**src/rtl/serial_sub_arbiter.sv**
```systemverilog
// Two-requester round-robin arbiter in front of a bit-serial subtractor.
// One full-subtractor cell is reused LSB-first, so a WIDTH-bit result takes WIDTH cycles.
module serial_sub_arbiter #(
  parameter int WIDTH = 8
) (
  input  logic             clk,
  input  logic             rst,
  input  logic             req0,
  input  logic [WIDTH-1:0] a0,
  input  logic [WIDTH-1:0] b0,
  input  logic             req1,
  input  logic [WIDTH-1:0] a1,
  input  logic [WIDTH-1:0] b1,
  output logic             gnt0,
  output logic             gnt1,
  output logic             busy,
  output logic             done,
  output logic             done_id,
  output logic [WIDTH-1:0] diff,
  output logic             borrow,
  output logic             zero
);
  localparam int CW = (WIDTH > 2) ? $clog2(WIDTH) : 1;

  typedef enum logic [1:0] {S_IDLE, S_RUN, S_DONE} state_t;
  state_t r_state, w_next;

  logic [WIDTH-1:0] r_a, r_b;
  logic [WIDTH-2:0] r_res;
  logic [CW-1:0]    r_cnt;
  logic             r_bin, r_id, r_last;
  logic             r_gnt0, r_gnt1, r_done, r_done_id, r_borrow, r_zero;
  logic [WIDTH-1:0] r_diff;

  logic             w_req, w_sel1, w_last_bit;
  logic             w_ab, w_d, w_bout;
  logic [WIDTH-1:0] w_res_nxt;

  // r_last holds the id granted most recently; on a tie the other side wins.
  assign w_req      = req0 | req1;
  assign w_sel1     = req1 & (~req0 | ~r_last);
  assign w_last_bit = (r_cnt == CW'(WIDTH - 1));

  assign w_ab      = r_a[0] ^ r_b[0];
  assign w_d       = w_ab ^ r_bin;
  assign w_bout    = (~r_a[0] & r_b[0]) | (~w_ab & r_bin);
  // The last cell output lands in the MSB; the stored partial result fills the rest.
  assign w_res_nxt = {w_d, r_res};

  always_comb begin
    w_next = r_state;
    unique case (r_state)
      S_IDLE:  if (w_req)      w_next = S_RUN;
      S_RUN:   if (w_last_bit) w_next = S_DONE;
      S_DONE:                  w_next = S_IDLE;
      default:                 w_next = S_IDLE;
    endcase
  end

  always_ff @(posedge clk or posedge rst) begin
    if (rst) r_state <= S_IDLE;
    else     r_state <= w_next;
  end

  always_ff @(posedge clk or posedge rst) begin
    if (rst) begin
      r_a       <= '0;
      r_b       <= '0;
      r_res     <= '0;
      r_cnt     <= '0;
      r_bin     <= 1'b0;
      r_id      <= 1'b0;
      r_last    <= 1'b1;
      r_gnt0    <= 1'b0;
      r_gnt1    <= 1'b0;
      r_done    <= 1'b0;
      r_done_id <= 1'b0;
      r_diff    <= '0;
      r_borrow  <= 1'b0;
      r_zero    <= 1'b1;
    end else begin
      r_gnt0 <= 1'b0;
      r_gnt1 <= 1'b0;
      r_done <= 1'b0;
      unique case (r_state)
        S_IDLE: if (w_req) begin
          r_a    <= w_sel1 ? a1 : a0;
          r_b    <= w_sel1 ? b1 : b0;
          r_bin  <= 1'b0;
          r_cnt  <= '0;
          r_id   <= w_sel1;
          r_last <= w_sel1;
          r_gnt0 <= ~w_sel1;
          r_gnt1 <= w_sel1;
        end
        S_RUN: begin
          r_a   <= r_a >> 1;
          r_b   <= r_b >> 1;
          r_res <= w_res_nxt[WIDTH-1:1];
          r_bin <= w_bout;
          r_cnt <= r_cnt + CW'(1);
          if (w_last_bit) begin
            r_diff    <= w_res_nxt;
            r_borrow  <= w_bout;
            r_zero    <= (w_res_nxt == '0);
            r_done_id <= r_id;
            r_done    <= 1'b1;
          end
        end
        default: ;
      endcase
    end
  end

  assign gnt0    = r_gnt0;
  assign gnt1    = r_gnt1;
  assign busy    = (r_state != S_IDLE);
  assign done    = r_done;
  assign done_id = r_done_id;
  assign diff    = r_diff;
  assign borrow  = r_borrow;
  assign zero    = r_zero;
endmodule

```
**config.mk**
```make
export PLATFORM = sky130hd
export DESIGN_NAME = serial_sub_arbiter
export DESIGN_NICKNAME = d
export VERILOG_FILES = /design/src/rtl/serial_sub_arbiter.sv
export SDC_FILE = /design/constraint.sdc
export NUM_CORES = 1
export LEC_CHECK = 0
export ABC_AREA = 1
export BUFFER_PORTS_ARGS = -buffer_cell sky130_fd_sc_hd__buf_4
export CORE_MARGIN = 1
export CORE_UTILIZATION = 53
export DETAILED_ROUTE_END_ITERATION = 10
export HOLD_SLACK_MARGIN = 0.06
export PLACE_DENSITY = 0.79
export SYNTH_ARGS = -nofsm -noshare
export SYNTH_HDL_FRONTEND = slang
export SYNTH_SLANG_ARGS = --single-unit
export TNS_END_PERCENT = 100
```
**constraint.sdc**
```tcl
create_clock -name clk -period 1.8 [get_ports clk]
set_clock_uncertainty 0.15 [all_clocks]
set_input_delay 0.36 -clock clk [delete_from_list [all_inputs] [get_ports clk]]
set_output_delay 0.36 -clock clk [all_outputs]
set_load 0.005 [all_outputs]
```
==> results.sh <==
export IMPL_outcome="complete, no violations"
export IMPL_clock_latency_ns=0.29
export IMPL_clockRootBuffer="clkbuf_8"
export IMPL_power_frac_clock_pct=15.0
export IMPL_ys_ff_latch=45
export IMPL_drt_first_pass_iters=4
export IMPL_cp_start_kind="flop"
export IMPL_cap_violations=0
export IMPL_rows=23
export IMPL_die_y_um=66.8
export IMPL_path_clk_slew_ns=0.08
export IMPL_slew_headroom_pct=63.6
export IMPL_dpl_cell_count=365
export IMPL_fin_nets=362
export IMPL_drtAntennaViolNets=0
export IMPL_finalWorstSetupSlack_ns=0.263
export IMPL_htree_levels=2
export IMPL_grt_total_usage_pct=22.3
export IMPL_clock_sinks=45
export IMPL_grt_overflow=0
export IMPL_cts_path_max_buffers=2
export IMPL_max_freq_ghz=0.650
export IMPL_end_kind="primary output"
export IMPL_final_period_utilization_pct=85.4
export IMPL_netlist_area_leader_share_pct=48.4
export IMPL_rsz0062_at_grt="false"
export IMPL_path_max_fanout=3
export IMPL_detail_route_iter0_violations=115
export IMPL_synth_xor_area_share_pct=0
export IMPL_synth_fa_ha_area_share_pct=2.03
export IMPL_antenna_cells=0
export IMPL_ir_worst_vdd_mv=0.529
export IMPL_cts_buffers_inserted=5
export IMPL_hold_violations=0
export IMPL_dpl_worst_slack_ns=0.279
export IMPL_slowest_delay_ns=0.40
export IMPL_crit_type="reg2out"
export IMPL_switchingPower_uw=1530
export IMPL_io_pins=51
export IMPL_synth_area_leader_cell="dfrtp_1"
export IMPL_synthMuxAreaShare_pct=0
export IMPL_core_sq_um=4000
export IMPL_setup_viol=0
export IMPL_fin_crit_ns=1.54
export IMPL_vias_per_cell=4.98
export IMPL_crit_chain="inv_2 -> nand2_1 -> buf_4"
export IMPL_worst_pin_slew_ns=0.542
export IMPL_cp_arrival_ns=1.03
export IMPL_gp_congestion=0.814
export IMPL_drive_gt1_share_pct=25.9
export IMPL_dieArea_sq_um=4460
export IMPL_power_frac_seq_pct=43.0
export IMPL_p_sw_share_pct=38.8
export IMPL_intPower_uw=2420
export IMPL_grt_first_pass_wirelength_mm=7.45
export IMPL_grt_pass1_vias=1736
export IMPL_die_width_um=66.8
export IMPL_crit_path_top_delay_cell="dfrtp_1"
export IMPL_post_cts_buffers=0
export IMPL_combPwrFrac_pct=42.0
export IMPL_synth_top_family_by_area="simple AND/OR/NAND/NOR gates"
export IMPL_cts_repair_resized=0
export IMPL_p_leak_uw=0.00147
export IMPL_finalMaxSlewViolations=0
export IMPL_synth_compound_area_share_pct=5.12
export IMPL_cts_tree="built"
export IMPL_vias=1862
export IMPL_fin_setup_tns_ns=0
export IMPL_final_cells=374
export IMPL_initial_core_util_pct=55.6
export IMPL_worstHoldPathType="in2reg"
export IMPL_nFillCells=337
export IMPL_synth_area_sq_um=2220
export IMPL_power_density_nw_per_um2=1470
export IMPL_syn_area_per_cell_sq_um=8.08
export IMPL_antenna_found_initial=0
export IMPL_yosysWarnings=0
export IMPL_yosysUniqueCellTypes=20
export IMPL_area_growth_synth_to_final_pct=20.9
export IMPL_cp_required_ns=1.29
export IMPL_wirelength_mm=4.30
export IMPL_dp_hpwl_mm=3.14
export IMPL_seq_area_frac_synth_pct=50.8
export IMPL_drt_wirelength_per_cell_um=11.5
export IMPL_syn_instance_count=275
export IMPL_yosys_area_share_simple_pct=33.2
export IMPL_port_buffers=50
export IMPL_synthTopCellsByArea="dfrtp_1 48%, nand2_1 19%, nand3_1 6.8%"
export IMPL_syn_nets=314
export IMPL_route_detailed_drc=0
export IMPL_grt_max_degree=33
## final timing paths
path	slack, ns	endpoint	startpoint	cells past startpoint
worst max-delay path	0.26	busy	r_state[1]$_DFFE_PP0P_	3
worst min-delay path	0.18	r_a[7]$_DFFE_PP0P_	a1[7]	3
worst max register to register	0.28	zero$_DFFE_PP1P_	r_a[0]$_DFFE_PP0P_	6
worst min register to register	0.33	zero$_DFFE_PP1P_	zero$_DFFE_PP1P_	2
max in group asynchronous	0.49	zero$_DFFE_PP1P_	rst	4
min in group asynchronous	0.45	r_a[2]$_DFFE_PP0P_	rst	3
## sequential cells by signal, summed over array words and instances (netlist names), 2 cells and up
| register | cells |
|---|---|
| diff | 8 |
| r_a | 8 |
| r_b | 8 |
| r_cnt | 3 |
| r_res | 7 |
| r_state | 2 |
## area by class of cell
type	count	area, sq um	area share (%)
inverter	22	85.1	3.17
tap	50	62.6	2.33
clock buffer	6	72.6	2.70
timing repair buffer	54	433	16.1
clock inverter	2	10.0	0.372
multi-input combinational	195	896	33.3
sequential	45	1130	42.0
## worst max-delay path: cells and delay by family (launching register included)
kind,cells,cell delay [ns]
buffers and inverters,2,0.24
flip-flops,1,0.40
AND/OR/NAND/NOR,1,0.09
## layer usage
layer	wire, um	vias up	share of wire [%]	track usage (%)
met3	184	5	4.3	4.11
met4	53	0	1.2	7.18
met1	1980	860	46	29.1
met5	0	-	0	0
met2	2080	50	48	37.0
li1	-	947	-	-
## cell families after synthesis
group                    after synthesis
AND/OR/NAND/NOR                      170
adder cells (fa/ha/maj)                3
buffers and inverters                 35
flip-flops                            45
AO/OA/AOI/OAI                         22
## per-stage QoR
stage / utilization, % / cell area (sq um) / total power [uW] / hold WS [ns]
floorplan: - / 2220 / 2900 / 0.296
finish: 67.2 / 2690 / 3950 / 0.178
global placement: 64.9 / 2590 / 3320 / 0.217
global route: 67.2 / 2690 / 4310 / 0.203
CTS: 67.2 / 2690 / 3980 / 0.175
detailed placement: 64.9 / 2590 / 3390 / 0.215
## power by group through the flow
stage	logic (uW)	registers [uW]	clock network, uW
2_1_floorplan	1220	1680	0
3_3_place_gp	1620	1700	0
3_5_place_dp	1680	1710	0
4_1_cts	1680	1700	603
5_1_grt	1910	1760	641
6_report	1660	1700	593
## cell usage in the layout, fill, tap and decap left out, drive strengths merged
master,n
clkbuf,6
buf,53
dlygate4sd3,1
clkinv,3
nand3,30
inv,21
fa,1
ha,2
nor2,13
nand2,127
dfrtp,43
o21ai,21
dfstp,2
a21oi,1
## Yosys cell counts
| cell | instances |
|---|---|
| dfrtp_1 | 43 |
| inv_1 | 16 |
| nand2_2 | 11 |
| nand2_8 | 1 |
| a21oi_2 | 1 |
| nand2_1 | 113 |
| inv_2 | 5 |
| o21ai_1 | 21 |
| nor2_1 | 12 |
| buf_12 | 1 |
| inv_4 | 1 |
| buf_2 | 5 |
| nand3_1 | 30 |
| buf_4 | 3 |
| dfstp_2 | 2 |
| ha_1 | 2 |
| fa_1 | 1 |
| nand2_4 | 2 |
| nor2_2 | 1 |
| buf_6 | 4 |
## what timing repair did
item | 4_1_cts | 5_1_grt
setup endpoints to repair | 0 | 0
hold endpoints to repair | 12 | 0
hold buffers | 1 | 0
No activity file was read; power rests on OpenSTA's default activity.
